<file path="src/rtl/dmx_uart_rx.sv">
// rtl/dmx_uart_rx.sv - DMX512 UART receiver with break detection
//
// Oversampling 8N2 receiver for the DMX512 line (LSB first). It delivers each
// good slot byte, flags bad stop bits, and qualifies the DMX break.
//
// Ports:
//   i_Clock         system clock, rising edge
//   i_Reset_n       asynchronous active-low reset
//   i_RxSerial      raw receive line, idle high
//   o_Rx_DataReady  one-cycle pulse, o_RxData valid
//   o_RxData        last good byte, held until the next good byte
//   o_RxBreak       one-cycle pulse when a break is qualified
//   o_FrameError    one-cycle pulse on a bad stop bit that is not a break

module dmx_uart_rx #(
  parameter int CLKS_PER_BIT = 48,
  parameter int BREAK_BITS   = 22
) (
  input  logic       i_Clock,
  input  logic       i_Reset_n,
  input  logic       i_RxSerial,
  output logic       o_Rx_DataReady,
  output logic [7:0] o_RxData,
  output logic       o_RxBreak,
  output logic       o_FrameError
);

  localparam int               CNT_W   = $clog2(CLKS_PER_BIT);
  localparam logic [CNT_W-1:0] HALF_M1 = CNT_W'(CLKS_PER_BIT / 2 - 1);
  localparam logic [CNT_W-1:0] BIT_M1  = CNT_W'(CLKS_PER_BIT - 1);
  localparam logic [CNT_W-1:0] CNT_ONE = CNT_W'(1);
  localparam logic [15:0]      BRK     = 16'(BREAK_BITS * CLKS_PER_BIT);

  typedef enum logic [2:0] {
    S_IDLE,
    S_START,
    S_DATA,
    S_STOP,
    S_BREAK,
    S_WAITHIGH
  } state_t;

  state_t           state_q,   state_d;
  logic             sync1_q,   sync2_q;
  logic [CNT_W-1:0] bit_cnt_q, bit_cnt_d;
  logic [2:0]       bit_idx_q, bit_idx_d;
  logic [7:0]       shift_q,   shift_d;
  logic [15:0]      low_cnt_q, low_cnt_d;
  logic [7:0]       data_q,    data_d;
  logic             rdy_q,     rdy_d;
  logic             brk_q,     brk_d;
  logic             ferr_q,    ferr_d;
  logic             rx_s;

  assign rx_s = sync2_q;

  always_ff @(posedge i_Clock or negedge i_Reset_n) begin
    if (!i_Reset_n) begin
      sync1_q   <= 1'b1;
      sync2_q   <= 1'b1;
      state_q   <= S_IDLE;
      bit_cnt_q <= '0;
      bit_idx_q <= '0;
      shift_q   <= '0;
      low_cnt_q <= '0;
      data_q    <= '0;
      rdy_q     <= 1'b0;
      brk_q     <= 1'b0;
      ferr_q    <= 1'b0;
    end else begin
      sync1_q   <= i_RxSerial;
      sync2_q   <= sync1_q;
      state_q   <= state_d;
      bit_cnt_q <= bit_cnt_d;
      bit_idx_q <= bit_idx_d;
      shift_q   <= shift_d;
      low_cnt_q <= low_cnt_d;
      data_q    <= data_d;
      rdy_q     <= rdy_d;
      brk_q     <= brk_d;
      ferr_q    <= ferr_d;
    end
  end

  always_comb begin
    state_d   = state_q;
    bit_cnt_d = bit_cnt_q;
    bit_idx_d = bit_idx_q;
    shift_d   = shift_q;
    data_d    = data_q;
    rdy_d     = 1'b0;
    brk_d     = 1'b0;
    ferr_d    = 1'b0;

    // Low-time counter runs in every state; saturates so a stuck-low line
    // can never wrap back under the break threshold.
    if (rx_s) begin
      low_cnt_d = '0;
    end else if (low_cnt_q == 16'hFFFF) begin
      low_cnt_d = low_cnt_q;
    end else begin
      low_cnt_d = low_cnt_q + 16'd1;
    end

    case (state_q)
      S_IDLE: begin
        bit_cnt_d = '0;
        if (!rx_s) begin
          state_d = S_START;
        end
      end

      S_START: begin
        if (bit_cnt_q == HALF_M1) begin
          bit_cnt_d = '0;
          bit_idx_d = '0;
          // High at mid start bit means the low was only a glitch.
          state_d   = rx_s ? S_IDLE : S_DATA;
        end else begin
          bit_cnt_d = bit_cnt_q + CNT_ONE;
        end
      end

      S_DATA: begin
        if (bit_cnt_q == BIT_M1) begin
          bit_cnt_d          = '0;
          shift_d[bit_idx_q] = rx_s;
          if (bit_idx_q == 3'd7) begin
            state_d = S_STOP;
          end else begin
            bit_idx_d = bit_idx_q + 3'd1;
          end
        end else begin
          bit_cnt_d = bit_cnt_q + CNT_ONE;
        end
      end

      S_STOP: begin
        if (bit_cnt_q == BIT_M1) begin
          bit_cnt_d = '0;
          if (rx_s) begin
            data_d  = shift_q;
            rdy_d   = 1'b1;
            state_d = S_IDLE;
          end else if (shift_q != 8'h00) begin
            ferr_d  = 1'b1;
            state_d = S_WAITHIGH;
          end else begin
            // All-zero byte with low stop: possibly a break, decided later.
            state_d = S_BREAK;
          end
        end else begin
          bit_cnt_d = bit_cnt_q + CNT_ONE;
        end
      end

      S_BREAK: begin
        if (rx_s) begin
          ferr_d  = 1'b1;
          state_d = S_IDLE;
        end else if (low_cnt_q >= BRK) begin
          brk_d   = 1'b1;
          state_d = S_WAITHIGH;
        end
      end

      S_WAITHIGH: begin
        if (rx_s) begin
          state_d = S_IDLE;
        end
      end

      default: begin
        state_d = S_IDLE;
      end
    endcase
  end

  assign o_Rx_DataReady = rdy_q;
  assign o_RxData       = data_q;
  assign o_RxBreak      = brk_q;
  assign o_FrameError   = ferr_q;

endmodule

</file>
<file path="config.mk">
export PLATFORM = sky130hd
export DESIGN_NAME = dmx_uart_rx
export DESIGN_NICKNAME = d
export VERILOG_FILES = /design/src/rtl/dmx_uart_rx.sv
export SDC_FILE = /design/constraint.sdc
export NUM_CORES = 1
export LEC_CHECK = 0
export BUFFER_PORTS_ARGS = -buffer_cell sky130_fd_sc_hd__buf_2
export CORE_MARGIN = 4
export CORE_UTILIZATION = 65
export CTS_CLUSTER_SIZE = 16
export DETAILED_ROUTE_END_ITERATION = 8
export PLACE_DENSITY_LB_ADDON = 0.2
export SETUP_SLACK_MARGIN = 0.02
export SLEW_MARGIN = 20
export SYNTH_ARGS = -nofsm -noshare
export SYNTH_HDL_FRONTEND = slang
export SYNTH_SLANG_ARGS = --single-unit
</file>
<file path="constraint.sdc">
create_clock -name i_Clock -period 3.1 [get_ports i_Clock]
set_clock_uncertainty 0.15 [all_clocks]
set_input_delay 0.62 -clock i_Clock [delete_from_list [all_inputs] [get_ports i_Clock]]
set_output_delay 0.62 -clock i_Clock [all_outputs]
set_load 0.005 [all_outputs]
</file>
==> summary.md <==
| Metric | Value |
|---|---|
| Status | completed |
| Synth area leader | dfrtp_1 |
| FMAX | ~430 MHz |
| Worst Hold Class | input port to async pin |
| HPWL Detailed | approximately 3100 um |
| # hold bufs at CTS | 0 |
| CORE AREA | 3661 um2 |
| Net Switching | 0.3187 mW |
| Starting density of the core | 0.6719 |
| First drt pass iteration count | 4 |
| RSZ-0062 raised after global routing | false |
| Finished Core Util | 0.7249 |
| Sw Share | 0.2654 |
| CTS Buf Count | 5 |
| Primary FF master, synth | dfrtp_1 |
| Slew Limit Fails | 0 |
| Worst Path Required | between 3000 and 4000 ps |
| Critical Setup Path Class | register to register |
| Placement Rows | 22 |
| P_int | a little under 0.9 mW |
| Root buf cell | clkbuf_8 |
| Syn. warnings | 0 |
| Final setup fails | 0 |
| Tcrit/Tclk final | 0.7429 |
| Worst R2R Start | bit_cnt_q[0] |
| DR iter-0 viols | between 100 and 150 |
| Power density cells | 452.4 nW/um2 |
| Period minus WS final | approximately 2300 ps |
| FFs w/ async S/R, synth | 1.000 |
| Filler cell count | 278 |
| Mapped cell area | about 2500 um2 |
| Top cells by area, synth | dfrtp_1 48%, mux2_2 6.0%, nor2_1 5.2% |
| Layout cells sized above 1 | 0.1673 |
| Reg power frac | 0.602 |
| H-tree levels | 2 |
| Critical path peak fanout | 5 |
| Clock-pin slew on the worst setup and hold paths | roughly 80 ps |
| Clock Latency Late Sink | just under 300 ps |
| Synth Instances | 243 |
| Final ANT Viol Nets | 0 |
| # nets final | 264 |
| Register area share after synthesis | 0.4995 |
| Leakage Power | around 1.2 nW |
| Comb power frac | 0.102 |
| Crit. End Element | register |
| Setup TNS | 0 ps |
| Startpoint type of the worst setup path | register |
| Via density | just under 6 |
| Antenna Cells | 0 |
| # clock sinks | 49 |
| Area delta synth->final | 7.884% |
| MaxCap Viol Count | 0 |
| TritonCTS clock tree | yes |
| Die width | just under 70 um |
| Gpl congestion | 0.8414 |
| Fin. Hold Viols | 0 |
| Worst Path Arrival | between 2000 and 2500 ps |
| Routed WL | between 4000 and 5000 um |
| GRT overflow | 0 |
| Worst-margin pin slew | 527.4 ps |
| Setup slack, reg-to-reg | roughly 800 ps |
| Post-CTS Setup Repair Bufs | 0 |
| Mapped Nets | roughly 250 |
| Largest net degree at the start of global routing | 31 |
| Cts repair resizes | 0 |
| Global-route wire length before repair | roughly 7700 um |
| DRC | 0 |
| DR vias | roughly 1800 |
| Port buffer count | 13 |
| Reg2Reg Depth | 6 |
| Yosys reg bits | 49 |
| Clk buf depth | 2 |
| Yosys top cell area share | 0.4781 |
| Mean area per synthesized cell | 10.12 um2 |
| Relative slew margins | 0.6484 |
| Clock power frac | 0.296 |
| Initial antenna violation count | 0 |
| R2r endpoint | shift_q[3] |
| Number of synthesized flops with an enable pin | 0 |
| Global-route usage over all layers | 0.1961 |
| Distinct cells, synth | 43 |
| Mean routed wirelength per cell | between 10 and 15 um |
| Vias in the first global route | about 1700 |
| DIE HEIGHT | around 70 um |
| VDD IR max | approximately 350 uV |
| Total Die Area | 4832 um2 |
| Io pins | 14 |
[routing by layer]
layer	track usage	up-vias	routed length [um]
met5	0	-	0
met4	0.06941	0	65
met3	0.04638	8	208
met2	0.3061	43	1985
met1	0.2694	877	2055
li1	-	875	-
[state kept, by name, indices dropped and copies added (netlist names)]
name and cells:
sync1_q 1, o_Rx_DataReady 1, shift_q 8, bit_cnt_q 6
state_q 3, bit_idx_q 3, low_cnt_q 16, o_RxData 8
o_RxBreak 1, o_FrameError 1, rx_s 1
[how the worst max path moves through the flow]
stage	endpoint	from	slack, ps
floorplan	bit_idx_q[0]	bit_cnt_q[0]	1080
global placement	shift_q[5]	bit_cnt_q[0]	930
detailed placement	bit_idx_q[0]	bit_cnt_q[0]	830
CTS	bit_idx_q[0]	bit_cnt_q[0]	810
global route	bit_idx_q[0]	bit_cnt_q[0]	650
finish	shift_q[3]	bit_cnt_q[0]	800
[critical path: stages, from the launching register on]
cell     delay [ps]
dfrtp_1         400
ha_1            270
nand3_2         130
nor3b_2         380
nand3_1         240
nor3_1          250
mux2_2          370
[Yosys cell counts, types with 2 or more instances]
master    number
dfstp_2        2
clkbuf_1      10
mux2i_1        4
dfrtp_1       47
nor2b_1        3
or3_1          2
nand2_1       20
nand3_1       13
nor2_1        34
nand4_1        6
a21oi_1        7
ha_1           5
mux2_2        13
inv_1          5
o21ai_0       12
nor3_1         9
xor2_1         9
xnor2_1        6
mux2_1         4
o211ai_1       3
nor4_1         2
or4_1          2
and4_1         3
nand2b_1       2
a211oi_1       2
[cell families (layout without fill, tap and decap cells)]
group / count (synthesis) / count (layout) / synth area share
AO/OA/AOI/OAI: 30 / 30 / 0.07376
flip-flops: 49 / 49 / 0.4995
multiplexers: 21 / 21 / 0.09410
adder cells (fa/ha/maj): 5 / 5 / 0.02543
AND/OR/NAND/NOR: 108 / 108 / 0.2309
XOR/XNOR: 15 / 15 / 0.05341
buffers and inverters: 15 / 29 / 0.02289
[stage by stage]
step / hold slack (ps) / area [um2] / worst slack, ps / total power, mW / std cells
after floorplan: 174.4 / 2460 / 1078 / 0.8211 / 243
after global placement: 196.6 / 2570 / 931.0 / 0.8558 / 297
after detailed placement: 201.2 / 2570 / 826.2 / 0.8592 / 297
after CTS: 161.6 / 2654 / 809.9 / 1.212 / 305
after global routing: 183.3 / 2654 / 650.5 / 1.269 / 305
final: 147.0 / 2654 / 797.1 / 1.201 / 305
[power groups by stage]
stage / Clock [mW] / Sequential, mW / Combinational, mW
finish: 0.356 / 0.723 / 0.122
global route: 0.390 / 0.731 / 0.148
CTS: 0.365 / 0.723 / 0.124
detailed placement: 0 / 0.736 / 0.124
global placement: 0 / 0.733 / 0.123
floorplan: 0 / 0.711 / 0.110
[cell usage in the layout, fill, tap and decap left out, types with 2 or more instances in the layout]
cell	instances
nand2_1	20
ha_1	5
nor4_1	2
clkbuf_8	5
or3_1	2
buf_2	13
inv_1	5
nand2b_1	2
dfstp_2	2
nand3_1	13
nor2_1	34
and4_1	3
a21oi_1	7
buf_4	3
nand4_1	6
a211oi_1	2
mux2i_1	4
dfrtp_1	47
xnor2_1	6
clkbuf_1	2
o21ai_0	12
o211ai_1	3
mux2_1	4
or4_1	2
xor2_1	9
nor2b_1	3
mux2_2	13
nor3_1	9
[area by class of cell]
| type | instances | area, um2 | area share |
|---|---|---|---|
| tap | 48 | 60.06 | 0.02263 |
| clock inverter | 1 | 7.507 | 0.002829 |
| inverter | 5 | 18.77 | 0.007072 |
| sequential | 49 | 1229 | 0.4630 |
| multi-input combinational | 179 | 1175 | 0.4427 |
| clock buffer | 7 | 76.32 | 0.02876 |
| timing repair buffer | 16 | 87.58 | 0.03300 |
Note: power is estimated with default switching activity, not from simulation.
